## src/rtl/register_dump_unit.sv

```systemverilog
// Streams N_REGISTER bank words out as little-endian bytes over a valid/ready link.
// Define DUMP_HEADER_EN to prefix each dump with an 8'hA5 marker byte.
module register_dump_unit #(
    parameter int NB_REG     = 5,
    parameter int NB_DATA    = 32,
    parameter int N_REGISTER = 32
) (
    input  logic               clock_i,
    input  logic               reset_i,
    input  logic               start_i,
    output logic [NB_REG-1:0]  addr_o,
    input  logic [NB_DATA-1:0] data_i,
    output logic [7:0]         tx_data_o,
    output logic               tx_valid_o,
    input  logic               tx_ready_i,
    output logic               busy_o,
    output logic               done_o
);

    localparam int NBYTES  = NB_DATA / 8;
    localparam int NB_BCNT = (NBYTES > 1) ? $clog2(NBYTES) : 1;

    localparam logic [NB_BCNT-1:0] LAST_BYTE = NB_BCNT'(NBYTES - 1);
    localparam logic [NB_REG-1:0]  LAST_IDX  = NB_REG'(N_REGISTER - 1);

    localparam logic [2:0] ST_IDLE   = 3'd0;
    localparam logic [2:0] ST_FETCH  = 3'd1;
    localparam logic [2:0] ST_WAIT   = 3'd2;
    localparam logic [2:0] ST_LATCH  = 3'd3;
    localparam logic [2:0] ST_SEND   = 3'd4;
    localparam logic [2:0] ST_DONE   = 3'd5;
`ifdef DUMP_HEADER_EN
    localparam logic [2:0] ST_HEADER = 3'd6;
`endif

    logic [2:0]         state_q;
    logic [NB_REG-1:0]  index_q;
    logic [NB_BCNT-1:0] bcnt_q;
    logic [NB_BCNT-1:0] bcnt_nxt;
    logic [NB_DATA-1:0] word_q;
    logic               xfer;

    assign xfer     = tx_valid_o & tx_ready_i;
    assign bcnt_nxt = bcnt_q + 1'b1;

    always_ff @(posedge clock_i or posedge reset_i) begin
        if (reset_i) begin
            state_q    <= ST_IDLE;
            index_q    <= '0;
            bcnt_q     <= '0;
            word_q     <= '0;
            addr_o     <= '0;
            tx_data_o  <= '0;
            tx_valid_o <= 1'b0;
            busy_o     <= 1'b0;
            done_o     <= 1'b0;
        end else begin
            case (state_q)
                ST_IDLE: begin
                    done_o <= 1'b0;
                    if (start_i) begin
                        index_q <= '0;
                        addr_o  <= '0;
                        busy_o  <= 1'b1;
`ifdef DUMP_HEADER_EN
                        tx_data_o  <= 8'hA5;
                        tx_valid_o <= 1'b1;
                        state_q    <= ST_HEADER;
`else
                        state_q <= ST_FETCH;
`endif
                    end
                end
`ifdef DUMP_HEADER_EN
                ST_HEADER: begin
                    if (xfer) begin
                        tx_valid_o <= 1'b0;
                        state_q    <= ST_FETCH;
                    end
                end
`endif
                // bank read is registered: data_i is valid by LATCH
                ST_FETCH: state_q <= ST_WAIT;
                ST_WAIT:  state_q <= ST_LATCH;
                ST_LATCH: begin
                    word_q     <= data_i;
                    bcnt_q     <= '0;
                    tx_data_o  <= data_i[7:0];
                    tx_valid_o <= 1'b1;
                    state_q    <= ST_SEND;
                end
                ST_SEND: begin
                    if (xfer) begin
                        if (bcnt_q != LAST_BYTE) begin
                            bcnt_q    <= bcnt_nxt;
                            tx_data_o <= word_q[8*int'(bcnt_nxt) +: 8];
                        end else begin
                            tx_valid_o <= 1'b0;
                            if (index_q < LAST_IDX) begin
                                index_q <= index_q + 1'b1;
                                addr_o  <= index_q + 1'b1;
                                state_q <= ST_FETCH;
                            end else begin
                                done_o  <= 1'b1;
                                state_q <= ST_DONE;
                            end
                        end
                    end
                end
                ST_DONE: begin
                    done_o  <= 1'b0;
                    busy_o  <= 1'b0;
                    addr_o  <= '0;
                    index_q <= '0;
                    bcnt_q  <= '0;
                    state_q <= ST_IDLE;
                end
                default: state_q <= ST_IDLE;
            endcase
        end
    end

endmodule

```

## config.mk

```make
export PLATFORM = sky130hd
export DESIGN_NAME = register_dump_unit
export DESIGN_NICKNAME = d
export VERILOG_FILES = /design/src/rtl/register_dump_unit.sv
export SDC_FILE = /design/constraint.sdc
export NUM_CORES = 1
export LEC_CHECK = 0
export ABC_AREA = 0
export BUFFER_PORTS_ARGS = -buffer_cell sky130_fd_sc_hd__buf_2
export CAP_MARGIN = 0
export CELL_PAD_IN_SITES_DETAIL_PLACEMENT = 2
export CELL_PAD_IN_SITES_GLOBAL_PLACEMENT = 2
export CORE_MARGIN = 2
export CORE_UTILIZATION = 36
export DETAILED_ROUTE_END_ITERATION = 6
export HOLD_SLACK_MARGIN = 0.15
export PLACE_DENSITY = 0.86
export SLEW_MARGIN = 20
export SYNTH_ARGS = -nofsm -noshare
export SYNTH_HDL_FRONTEND = slang
export SYNTH_SLANG_ARGS = --single-unit
```

## constraint.sdc

```tcl
create_clock -name clock_i -period 2.2 [get_ports clock_i]
set_input_delay 0.44 -clock clock_i [delete_from_list [all_inputs] [get_ports clock_i]]
set_output_delay 0.44 -clock clock_i [all_outputs]
set_load 0.01 [all_outputs]
```

==> key figures, run 1 <==
Run status
  – Status: completed

Flow run
  – MaxCap Viol Count: 0

Clocking
  – Cts hold-fix bufs: 1
  – CTS clk-pin slew, worst paths: 110 ps
  – Post-CTS Setup Inserts: 0
  – Clk sink count: 53
  – CTS tree: done
  – H-tree depth: 2
  – Max clock buf depth: 2
  – Clk_lat worst skew: 310 ps
  – Root Buffer: clkbuf_8
  – Inserted Clock Buffers: 5
  – Post-CTS sizing: 0

GRT
  – Antenna violations before repair: 0
  – Total track usage: between 10% and 20%
  – GRT Residual Overflow: 0
  – Number of global-route vias before repair: between 2000 and 2500
  – First-pass GRT wire length: 10900 um
  – Largest net degree at the start of global routing: 38

Detailed routing
  – Initial DRC Count: 31
  – Wirelength per Cell: between 15 and 20 um
  – Via count: 1793
  – Post-DRT Antenna Nets: 0
  – Final WL: 6480 um
  – Vias per Instance: 5.37
  – Pre-antenna DRT Iters: 4
  – DRC: 0

Synth
  – Synth area leaders: dfrtp_1 (54%), mux2_2 (15%), mux4_2 (7.3%)
  – Seq/Total Area, Yosys: a little over half
  – Share of the synthesized area in the top cell type: between 50 and 60%
  – Mapped Nets: 237
  – Netlist Area Pre-Place: 0.00247 mm2
  – Most common cell in the netlist: dfrtp_1
  – Cell variety after synth: 36
  – Asr flop ratio synth: 100%
  – EDFF count, synth: 0
  – Ys flop type: dfrtp_1
  – YS warnings: 0
  – Top post-synthesis cells by count: dfrtp_1 (53), mux2_2 (32), nand2_1 (23), nor2_1 (12)
  – Cells after Synth: approximately 200
  – Leading area contributor after synthesis: dfrtp_1
  – Syn_area_per_cell: 12.4 um2
  – Synthesized flop and latch total: 53

STA
  – Setup TNS: 0 ps
  – Clock skew: 4.65 ps
  – RSZ-0062 raised after global routing: no
  – Final hold vios: 0
  – Pins Over Slew Limit: 0
  – Setup slack after layout: 346 ps
  – Setup-failing EPs final: 0
  – Max Fclk: between 0.5 and 0.6 GHz
  – Min Tclk post-route: about 1900 ps
  – Worst-Margin Slew: between 400 and 500 ps
  – Crit share post-route: 84.3%
  – Worst slew margin: between 60% and 70%

Floorplanning
  – Die Y: 86.8 um
  – Core area: about 0.0067 mm2
  – # IOs: 52
  – Initial Util: 36.7%
  – Die W: 86.8 um
  – Die area: 0.00753 mm2
  – Site row count: 30

Power and ir drop
  – Final Power: roughly 4 mW
  – Pwr dens: approximately 1300 mW/mm2
  – Lkg Pwr: around 1.3 nW
  – Peak supply drop: 0.492 mV

Worst hold path
  – Hold Path Stages: 2
  – Worst Hold Class: in2reg

Critical path
  – CP Class: reg2reg
  – CP Max Fanout: 16
  – CP endpoint kind: flop
  – Critical Path AT: roughly 2100 ps
  – Critical path required time: 2430 ps
  – Worst reg2reg path depth: 4
  – Setup crit start kind: flop

Layout
  – Ant. Diodes: 0
  – Final nets: 291
  – Layout Utilization: 43.7%
  – Fillers: 696
  – Share of cells above drive strength 1: 44.1%
  – Synth-to-Final Area Change: 19.1%

Placed design
  – Pre-CTS setup slack: 341 ps
  – Port bufs: 51
  – GPL Wtd Cong: 0.763
  – HPWL Detailed: approximately 4700 um
## worst max-delay path: stages (launching register included)
cell	delay (ps)
dfrtp_1	530
or3b_1	550
o21ai_4	440
nor2_1	80
a31oi_1	170
## worst paths after layout
kind / to / startpoint / slack (ps)
max in group asynchronous: word_q[2] / reset_i / 880
setup / recovery: tx_data_o[1] / state_q[1] / 350
hold / removal: word_q[21] / data_i[21] / 350
min in group asynchronous: word_q[25] / reset_i / 670
hold reg to reg: word_q[12] / word_q[12] / 510
setup reg to reg: tx_data_o[1] / state_q[1] / 350
## cells by family (layout without fill, tap and decap cells)
| logic type | after synthesis | count (layout) | synth area share (%) |
|---|---|---|---|
| AO/OA/AOI/OAI | 33 | 33 | 9.69 |
| XOR/XNOR | 1 | 1 | 0.355 |
| adder cells (fa/ha/maj) | 2 | 2 | 1.01 |
| multiplexers | 41 | 41 | 22.3 |
| flip-flops | 53 | 53 | 53.8 |
| buffers and inverters | 19 | 74 | 3.60 |
| AND/OR/NAND/NOR | 50 | 50 | 9.28 |
## power breakdown
| part | total [mW] | switching, mW | internal [mW] | leakage (nW) |
|---|---|---|---|---|
| sequential | 1.70 | 0.302 | 1.40 | 0.627 |
| clock | 0.587 | 0.354 | 0.232 | 0.0423 |
| combinational | 1.64 | 0.747 | 0.896 | 0.627 |
| total | 3.93 | 1.40 | 2.53 | 1.30 |
## final cells by class
cell class,count,area [um2],area share (%)
clock buffers,5,68.8,2.34
clock inverters,3,26.3,0.894
inverters,6,22.5,0.766
multi-input cells,127,1060,36.0
flip-flops and latches,53,1330,45.1
well taps,80,100,3.41
repair buffers,60,338,11.5
## routing by layer
layer / global-route usage [%] / wire [um] / share of wire [%]
met5: 0 / 0 / 0
met1: 23.4 / 2770 / 43
met2: 33.7 / 3410 / 53
met4: 5.11 / 64 / 0.99
met3: 3.81 / 238 / 3.7
## flip-flops by register name (all words and copies together) (netlist names)
name	flops
done_o	1
bcnt_q	2
tx_data_o	8
state_q	3
tx_valid_o	1
busy_o	1
index_q	5
word_q	32
## through the flow
step	std cells	hold WS (ps)	area [um2]
after floorplan	199	474	2470
after global placement	325	472	2830
after detailed placement	325	485	2830
after CTS	334	341	2940
after global routing	334	337	2940
final	334	353	2940
## cells in the final DEF, fill, tap and decap left out, types with 2 or more instances in the layout
cell type and n:
dfrtp_1 53, a31oi_1 8, clkinvlp_4 2, o22ai_1 2
inv_1 5, nor2_1 12, nand3_1 5, a21o_1 2
o21ai_0 4, nand2_1 23, mux2_2 32, clkbuf_8 5
o211ai_1 2, buf_2 51, mux4_2 8, ha_1 2
buf_4 7, nand3b_1 3, a21oi_1 4, or3_1 3
o31ai_1 2
Power figures use the tool's default switching activity.
==> inputs of run 2 (changes only) <==
clock period = 1.9 ns   (was 2.2 ns; I/O delays follow)
==> run 2 against run 1 <==
Net effect: worst hold slack worse by 65 ps; design area up 2.6%; via count up 4.0%; clock skew down 0.98 ps; global-route usage up 0.47 points; routed wire length up 2.7%; largest cell class unchanged.
==> key figures, run 2 (synthesis results as in run 1) <==
GRT
  – GRT Residual Overflow: 0 (unchanged)
  – Antenna violations before repair: 0 (unchanged)
  – First-pass GRT wire length: 11000 um (+1.3%)
  – Largest net degree at the start of global routing: 54 (+42%)
  – Total track usage: 19.5% (+0.47 points)
  – Number of global-route vias before repair: 2032 (-1.9%)

Flow run
  – MaxCap Viol Count: 0 (unchanged)

Placed design
  – HPWL Detailed: 4990 um (+5.3%)
  – Port bufs: 51 (unchanged)
  – Placed Instance Area: 0.00286 mm2 (+1.1%)
  – Pre-CTS setup slack: 57.0 ps (-284 ps)
  – GPL Wtd Cong: 0.756 (-0.97%)
  – Placed cell count: 329 (+1.2%)

Layout
  – Ant. Diodes: 0 (unchanged)
  – Fillers: 695 (-0.14%)
  – Max FFs per register: 32 (unchanged)
  – Most frequent cells in the layout: dfrtp_1 (53), buf_2 (51), mux2_2 (32)
  – Post-route cell area: 0.00301 mm2 (+2.6%)
  – Final nets: 297 (+2.1%)
  – Most common cell after layout, fill and taps aside: dfrtp_1
  – Post-route non-filler standard cell count: 340 (+1.8%)
  – Share of cells above drive strength 1: 45.4% (+1.3 points)
  – Largest Register: word_q
  – Synth-to-Final Area Change: 22.2%
  – Largest regs: word_q: 32 flops, tx_data_o: 8 flops, index_q: 5 flops

Critical path
  – Critical Path, Cell by Cell: or3b_1 > or3_1 > a211oi_2 > a211o_2
  – Worst reg2reg path depth: 4 (unchanged)
  – Crit path launch: state_q[1]
  – Largest delay share family, worst path: simple AND/OR/NAND/NOR gates
  – Critical Path AT: 1990 ps (-90 ps)
  – CP endpoint kind: flop
  – Worst R2R Start: state_q[1]
  – R2r setup slk: 170 ps (-180 ps)
  – CP Class: reg2reg
  – Setup crit start kind: flop
  – Worst path slowest cell: or3b_1
  – CP Max Fanout: 9 (-7)
  – Bufs and invs on worst path: 0 (unchanged)
  – R2R Path End: index_q[3]
  – Crit path largest cell delay: 570 ps (+20 ps)
  – Critical path required time: 2160 ps (-270 ps)

STA
  – Final hold vios: 0 (unchanged)
  – Setup slack after layout: 168 ps (-179 ps)
  – Clock skew: 3.67 ps (-0.975 ps)
  – Setup TNS: 0 ps (unchanged)
  – Max Fclk: 0.577 GHz (+7.0%)
  – Worst slew margin: 74.2% (+5.3 points)
  – Min Tclk post-route: 1730 ps (-121 ps)
  – Setup-failing EPs final: 0 (unchanged)
  – Worst-Margin Slew: 386 ps (-79.5 ps)
  – RSZ-0062 raised after global routing: no
  – Pins Over Slew Limit: 0 (unchanged)
  – Crit share post-route: 91.2% (+6.9 points)

Worst hold path
  – Worst Hold Class: in2reg
  – Worst Hold End: word_q[18]
  – Hold Path Stages: 2 (unchanged)
  – Worst hold start: data_i[18]

Clocking
  – Root Buffer: clkbuf_8
  – Inserted Clock Buffers: 5 (unchanged)
  – Post-CTS sizing: 0 (unchanged)
  – H-tree depth: 2 (unchanged)
  – Clk_lat worst skew: 310 ps (about the same)
  – CTS clk-pin slew, worst paths: 100 ps (about the same)
  – Max clock buf depth: 2 (unchanged)
  – CTS tree: done
  – Clk sink count: 53 (unchanged)

Floorplanning
  – Core area: 0.00672 mm2 (unchanged)
  – # IOs: 52 (unchanged)
  – Die area: 0.00753 mm2 (unchanged)
  – Die Y: 86.8 um (unchanged)
  – Die W: 86.8 um (unchanged)
  – Site row count: 30 (unchanged)
  – Initial Util: 36.7% (unchanged)

Detailed routing
  – Wirelength per Cell: 19.6 um (+0.87%)
  – Post-DRT Antenna Nets: 0 (unchanged)
  – Via count: 1865 (+4.0%)
  – DRC: 0 (unchanged)
  – Pre-antenna DRT Iters: 4 (unchanged)
  – Final WL: 6660 um (+2.7%)
  – Initial DRC Count: 84 (+170%)
  – Vias per Instance: 5.49 (+2.2%)

Power and ir drop
  – Lkg Pwr: 1.34 nW (+3.7%)
  – Pwr dens: 1600 mW/mm2 (+20%)
  – Peak supply drop: 0.559 mV (+14%)

Run status
  – Status: completed
==> run 2: changes by cell type in the layout (fill, tap and decap cells not counted) <==
cell,delta
clkinvlp_4,-2
clkinv_2,+1
inv_8,-1
bufinv_16,+1
buf_12,+1
inv_6,+1
buf_4,+5
==> run 2: area by class of cell <==
class / instances / area [um2] / area share [%]
Clock inverter: 3 / 43.8 / 1.45
Inverter: 6 / 22.5 / 0.747
Tap cell: 80 / 100 / 3.32
Clock buffer: 5 / 68.8 / 2.28
Timing Repair Buffer: 66 / 395 / 13.1
Multi-Input combinational cell: 127 / 1060 / 35.1
Sequential cell: 53 / 1330 / 44.0
==> run 2: metal layers <==
metal	track usage, %	wire length [um]
met4	5.97	92
met3	4.48	247
met5	0	0
met2	34.1	3610
met1	23.7	2710
==> run 2: through the flow <==
step | hold WS (ps) | util [%] | power (mW)
global placement | 450 | 42.6 | 3.81
finish | 288 | 44.9 | 4.83
global route | 272 | 44.9 | 5.17
CTS | 278 | 44.5 | 4.85
detailed placement | 457 | 42.6 | 4.03
floorplan | 474 | - | 3.32
==> run 2: worst max path at each step <==
stage	end	slack, ps	cells past startpoint
after floorplan	bcnt_q[0]	230	1
after global placement	tx_data_o[0]	250	5
after detailed placement	tx_data_o[2]	60	4
after CTS	tx_data_o[2]	50	4
after global routing	tx_data_o[2]	80	5
final	index_q[3]	170	4
==> run 2: report_power, final <==
group | internal (mW) | leakage [nW] | switching [mW] | total, mW
combinational | 1.13 | 0.659 | 0.998 | 2.13
clock | 0.395 | 0.0585 | 0.393 | 0.788
sequential | 1.63 | 0.627 | 0.285 | 1.91
==> run 2: timing repair <==
action | 4_1_cts | 5_1_grt
hold buffers | 1 | 0
setup buffers | 0 | 2
setup endpoints to repair | 0 | 1
hold endpoints to repair | 53 | 0
==> run 2: worst register-to-register path, delay by kind of cell, from the launching register on <==
family             cells  cell delay (ps)
AOI/OAI and AO/OA      2              270
DFF                    1              410
and+or+nand+nor        2             1000
